**src/rtl/regfile_wr_demux32.sv**
```systemverilog
// -----------------------------------------------------------------------------
// regfile_wr_demux32
//
// Integer register file for the pipelined datapath. The WB stage writes and
// the ID stage reads. A 5-to-32 one-hot decoder steers the write into one of
// 32 storage registers. Two independent read ports select a register with a
// 32-to-1 mux. An optional bypass forwards the write data to a read port that
// addresses the register being written in the same cycle.
//
// Parameters
//   N_BITS    width of each register and of the data ports
//   BYPASS    1: forward same-cycle write data to a matching read port
//   ZERO_REG  1: r0 always reads as zero and ignores writes
//
// Ports
//   clk        in   1       rising-edge clock
//   rst_n      in   1       synchronous active-low reset, clears every register
//   wr_en      in   1       write request for this cycle
//   wr_addr    in   5       destination register index
//   wr_data    in   N_BITS  data to write
//   rd_addr_a  in   5       read port A index
//   rd_addr_b  in   5       read port B index
//   rd_data_a  out  N_BITS  read port A data (combinational)
//   rd_data_b  out  N_BITS  read port B data (combinational)
//   wr_strobe  out  32      one-hot per-register write enable (combinational)
// -----------------------------------------------------------------------------
module regfile_wr_demux32 #(
    parameter int N_BITS   = 32,
    parameter int BYPASS   = 1,
    parameter int ZERO_REG = 1
) (
    input  logic              clk,
    input  logic              rst_n,
    input  logic              wr_en,
    input  logic [4:0]        wr_addr,
    input  logic [N_BITS-1:0] wr_data,
    input  logic [4:0]        rd_addr_a,
    input  logic [4:0]        rd_addr_b,
    output logic [N_BITS-1:0] rd_data_a,
    output logic [N_BITS-1:0] rd_data_b,
    output logic [31:0]       wr_strobe
);

    logic [N_BITS-1:0] regs_q [32];
    logic [N_BITS-1:0] regs_d [32];

    // Write decoder. r0 is masked here when it is hard-wired to zero, so the
    // same strobe both blocks the storage update and disables the bypass.
    always_comb begin
        wr_strobe = '0;
        for (int i = 0; i < 32; i++) begin
            wr_strobe[i] = wr_en && (wr_addr == 5'(i));
        end
        if (ZERO_REG != 0) begin
            wr_strobe[0] = 1'b0;
        end
    end

    // Next-state of the storage array: only the strobed register changes.
    always_comb begin
        for (int i = 0; i < 32; i++) begin
            regs_d[i] = regs_q[i];
            if (wr_strobe[i]) begin
                regs_d[i] = wr_data;
            end
        end
    end

    // Reset takes priority over a coincident write; the write is dropped.
    always_ff @(posedge clk) begin
        if (!rst_n) begin
            for (int i = 0; i < 32; i++) begin
                regs_q[i] <= '0;
            end
        end else begin
            for (int i = 0; i < 32; i++) begin
                regs_q[i] <= regs_d[i];
            end
        end
    end

    // Read port A. Bypass is checked first so that a write landing on the
    // addressed register is seen in the same cycle; the r0 check follows so
    // that a masked r0 write can never leak through.
    always_comb begin
        rd_data_a = regs_q[rd_addr_a];
        if ((BYPASS != 0) && wr_strobe[rd_addr_a]) begin
            rd_data_a = wr_data;
        end else if ((ZERO_REG != 0) && (rd_addr_a == 5'd0)) begin
            rd_data_a = '0;
        end
    end

    // Read port B, identical selection to port A.
    always_comb begin
        rd_data_b = regs_q[rd_addr_b];
        if ((BYPASS != 0) && wr_strobe[rd_addr_b]) begin
            rd_data_b = wr_data;
        end else if ((ZERO_REG != 0) && (rd_addr_b == 5'd0)) begin
            rd_data_b = '0;
        end
    end

endmodule

```
**config.mk**
```make
export PLATFORM = sky130hd
export DESIGN_NAME = regfile_wr_demux32
export DESIGN_NICKNAME = d
export VERILOG_FILES = /design/src/rtl/regfile_wr_demux32.sv
export SDC_FILE = /design/constraint.sdc
export NUM_CORES = 2
export LEC_CHECK = 0
export ABC_AREA = 1
export CAP_MARGIN = 20
export CORE_MARGIN = 2
export CORE_UTILIZATION = 40
export DETAILED_ROUTE_END_ITERATION = 6
export MAX_ROUTING_LAYER = met4
export PLACE_DENSITY_LB_ADDON = 0.3
export SLEW_MARGIN = 40
export SYNTH_ARGS = -nofsm -noshare
export SYNTH_HDL_FRONTEND = slang
export SYNTH_SLANG_ARGS = --single-unit
```
**constraint.sdc**
```tcl
create_clock -name clk -period 3.6 [get_ports clk]
set_input_delay 0.72 -clock clk [delete_from_list [all_inputs] [get_ports clk]]
set_output_delay 0.72 -clock clk [all_outputs]
set_load 0.01 [all_outputs]
```
==> results by group <==
Cells and area
  – Fraction of final layout cells with drive strength greater than 1: 0.133
  – Register with the most flip-flops: regs_q
  – Net count, final: roughly 6200
  – Area of the multi-input gates: roughly 19000 µm²
  – Registers with the most flip-flops: regs_q (992)
  – Largest register FFs: 992
  – Area delta synth->final: 20.7%
  – Commonest non-fill, non-tap cells in the layout: 1532 x sky130_fd_sc_hd__nand2_1, 992 x sky130_fd_sc_hd__edfxtp_1, 615 x sky130_fd_sc_hd__nor2_1, 545 x sky130_fd_sc_hd__nand3_1, 403 x sky130_fd_sc_hd__a21oi_1
  – Filler Cell Count: 12000
  – Final non-filler cell area: 63000 µm²
  – Most common cell after layout, fill and taps aside: sky130_fd_sc_hd__nand2_1
  – Combined flip-flop and latch cell area: slightly below 30000 µm²
  – Final design utilization: 0.487

CTS
  – CTS sink count: 992
  – Worst-path clk slew: 0.05 ns
  – CTS root buffer: sky130_fd_sc_hd__clkbuf_16
  – Clock H-tree levels: 3
  – Bufs on Longest Clock Path: 3
  – Clock tree from TritonCTS: done
  – Cts-stage hold buffer count: 0
  – Num CTS Buffers: 108

Yosys
  – Top post-synthesis cells by area: sky130_fd_sc_hd__edfxtp_1 57%, sky130_fd_sc_hd__nand2_1 11%, sky130_fd_sc_hd__nand3_1 5.4%, sky130_fd_sc_hd__o211ai_1 5.1%, sky130_fd_sc_hd__nor2_1 4.5%
  – Netlist Area Pre-Place: 52200 µm²
  – Mapped Avg Cell Area: 8.84 µm²
  – Post-synthesis cell type count: 31
  – Register bit count reported by yosys: 992
  – Synthesized net count: 5957
  – Yosys top cell area share: 0.571
  – Synthesis warning total: 0
  – Synth area leader: sky130_fd_sc_hd__edfxtp_1
  – Share of synthesized area occupied by flip-flops and latches: 0.571
  – Count of mapped cells out of synthesis: 5907

Die
  – Floorplan die area: approximately 130000 µm²
  – Vertical extent of the die: 365 µm
  – Core Region: ~130000 µm²
  – Initial standard-cell utilization of the core: 0.403
  – Top Ports: 146
  – Floorplan die width: between 300 and 400 µm
  – Standard-cell rows: 132

Pwr
  – Share of total power in the clock network: 0.365
  – Switching power total: 0.00829 W
  – Internal portion of total power: between 0.02 and 0.025 W
  – Sequential cell fraction of total power: 0.472
  – Power after layout: 0.0295 W
  – Portion of total power attributed to combinational logic: 0.163
  – Reported leakage power: 24.2 nW
  – Power density normalized to cell area: between 400 and 500 nW/µm²
  – Switching fraction of total power: 0.281
  – Largest vdd supply drop: around 0.4 mV

Placement
  – Port buffer count: 144
  – Detailed-placement wirelength estimate: roughly 130000 µm
  – Post-placement worst setup slack: -0.702 ns
  – Routability-driven placement congestion ratio: roughly 1
  – Dpl cell area: 59200 µm²

Worst setup path
  – CP top delay family: simple AND/OR/NAND/NOR gates
  – Slowest CP cell: sky130_fd_sc_hd__nor2_1
  – Worst endpoint required time: 2.88 ns
  – Critical Path Fanout Max: 7
  – Startpoint-to-endpoint class of the critical path: in2out
  – Highest cell delay on the worst timing path: 0.27 ns
  – Crit end category: output port
  – Bufs and invs on worst path: 5
  – Critical path cell sequence: clkbuf_8, nor2_4, clkinvlp_4, buf_4, buf_4, o21ai_0, a211oi_1, nor2_1, nand2_1, nand2_1, nand2_1, nand2_1, clkbuf_2
  – Kind of start point of the critical path: input port
  – Critical Path AT: 2.85 ns
  – Most used cell, CP: sky130_fd_sc_hd__nand2_1

Timing
  – Worst slack on hold paths: 0.794 ns
  – Final setup violation count: 0
  – Slew @ Worst Pin: 0.931 ns
  – Maximum frequency from static timing analysis: 280 MHz
  – Final worst setup slack: about 0.035 ns
  – Max-slew violation count: 0
  – Setup repair after global routing missed its margin: true
  – Hold violation total from the final report: 0
  – Clock period minus worst slack: 3.57 ns
  – Period Utilization, post-route: 0.990
  – Worst rel slew slack: 0.379

Drt
  – Residual DRC count: 0
  – Total number of vias: 48700
  – Via count normalized by instance count: 6.08
  – Number of DRC violations after detailed-routing iteration 0: 7823
  – Post-detailed-route wirelength per cell: around 27 µm
  – Total wire length after detailed routing: about 210000 µm
  – First-pass detailed-route iteration total: 7
  – Routed Antenna Nets: 0

Outcome
  – Outcome: completed

Global route
  – Global-route total usage across every layer: 0.323
  – Via count of the first global-routing pass: 46300
  – Maximum number of pins on one net before global-route repair: 57
  – Antenna violations before repair: 3
  – Global-route wire length before repair: roughly 310000 µm
  – Remaining Overflow, GRT: 0

Worst hold path
  – Type of the worst min-delay path: in2reg

Run
  – Count of maximum capacitance violations: 0
## metrics by stage
stage | std cells | setup TNS [ns]
2_1_floorplan | 5907 | 0
3_3_place_gp | 7781 | -37.37
3_5_place_dp | 7781 | -38.88
4_1_cts | 8002 | 0
5_1_grt | 8010 | -0.0871
6_report | 8010 | 0
## tightest hold or removal path, cell delays in order
cell and delay [ns]:
sky130_fd_sc_hd__buf_2 0.16, sky130_fd_sc_hd__nor2_2 0.09, sky130_fd_sc_hd__nand3_2 0.10, sky130_fd_sc_hd__buf_4 0.11, sky130_fd_sc_hd__buf_4 0.11, sky130_fd_sc_hd__nor2_1 0.03
## cell type report
class	count	share of cell area
inverter	363	0.0220
sequential	992	0.473
timing repair buffer	645	0.113
tap	1742	0.0346
multi-input combinational	4066	0.304
clock inverter	66	0.00751
clock buffer	135	0.0459
antenna	1	0.0000397
## routing by layer
metal	routed length (µm)	track usage	vias up
met5	0	-	-
met4	12000	0.158	0
met3	28900	0.0707	700
met2	91800	0.469	3754
met1	80800	0.427	23300
li1	-	-	21000
## cells in the mapped netlist
cell type / count
sky130_fd_sc_hd__o22ai_1: 7
sky130_fd_sc_hd__clkinv_1: 1
sky130_fd_sc_hd__buf_1: 61
sky130_fd_sc_hd__a211oi_1: 3
sky130_fd_sc_hd__o21ai_1: 19
sky130_fd_sc_hd__nor2_4: 3
sky130_fd_sc_hd__nand2_2: 7
sky130_fd_sc_hd__nand4_1: 158
sky130_fd_sc_hd__nor2_1: 627
sky130_fd_sc_hd__buf_2: 169
sky130_fd_sc_hd__inv_1: 355
sky130_fd_sc_hd__inv_2: 7
sky130_fd_sc_hd__a22oi_1: 9
sky130_fd_sc_hd__edfxtp_1: 992
sky130_fd_sc_hd__a21oi_1: 403
sky130_fd_sc_hd__nand2_1: 1592
sky130_fd_sc_hd__o2111ai_1: 1
sky130_fd_sc_hd__clkbuf_1: 200
sky130_fd_sc_hd__nand2_4: 1
sky130_fd_sc_hd__and2_1: 6
sky130_fd_sc_hd__buf_4: 49
sky130_fd_sc_hd__a31oi_1: 4
sky130_fd_sc_hd__nand3_2: 5
sky130_fd_sc_hd__nand3_1: 560
sky130_fd_sc_hd__a41oi_1: 1
sky130_fd_sc_hd__o211ai_1: 352
sky130_fd_sc_hd__nor2_2: 2
sky130_fd_sc_hd__o21ai_0: 304
sky130_fd_sc_hd__buf_6: 7
sky130_fd_sc_hd__a211o_1: 1
sky130_fd_sc_hd__conb_1: 1
## final timing paths
kind,cells after the start,endpoint,slack [ns],from
setup / recovery,13,rd_data_a[10],0.03,rd_addr_a[1]
hold / removal,6,regs_q[3][24],0.79,wr_addr[3]
## power groups by stage
stage          Sequential [W]  Combinational [W]  Clock (W)
2_1_floorplan          0.0140            0.00234          0
3_5_place_dp           0.0141            0.00461          0
4_1_cts                0.0139            0.00466     0.0108
6_report               0.0139            0.00482     0.0108
3_3_place_gp           0.0141            0.00457          0
5_1_grt                0.0140            0.00507     0.0112
## cells by family (layout without fill, tap and decap cells)
logic type / Yosys count / in the layout / synth area share
buf+inv: 849 / 1209 / 0.0696
compound gates: 1104 / 1104 / 0.124
other cells: 1 / 2 / 0.0000718
simple gates: 2961 / 2961 / 0.236
flops: 992 / 992 / 0.571
## what timing repair did
item | in CTS | in global routing
pin swaps | 10 | 12
buffers inserted | 17 | 6
setup endpoints to repair | 70 | 64
gates cloned | 3 | 1
resized for setup | 139 | 135
No activity file was read; power rests on OpenSTA's default activity.
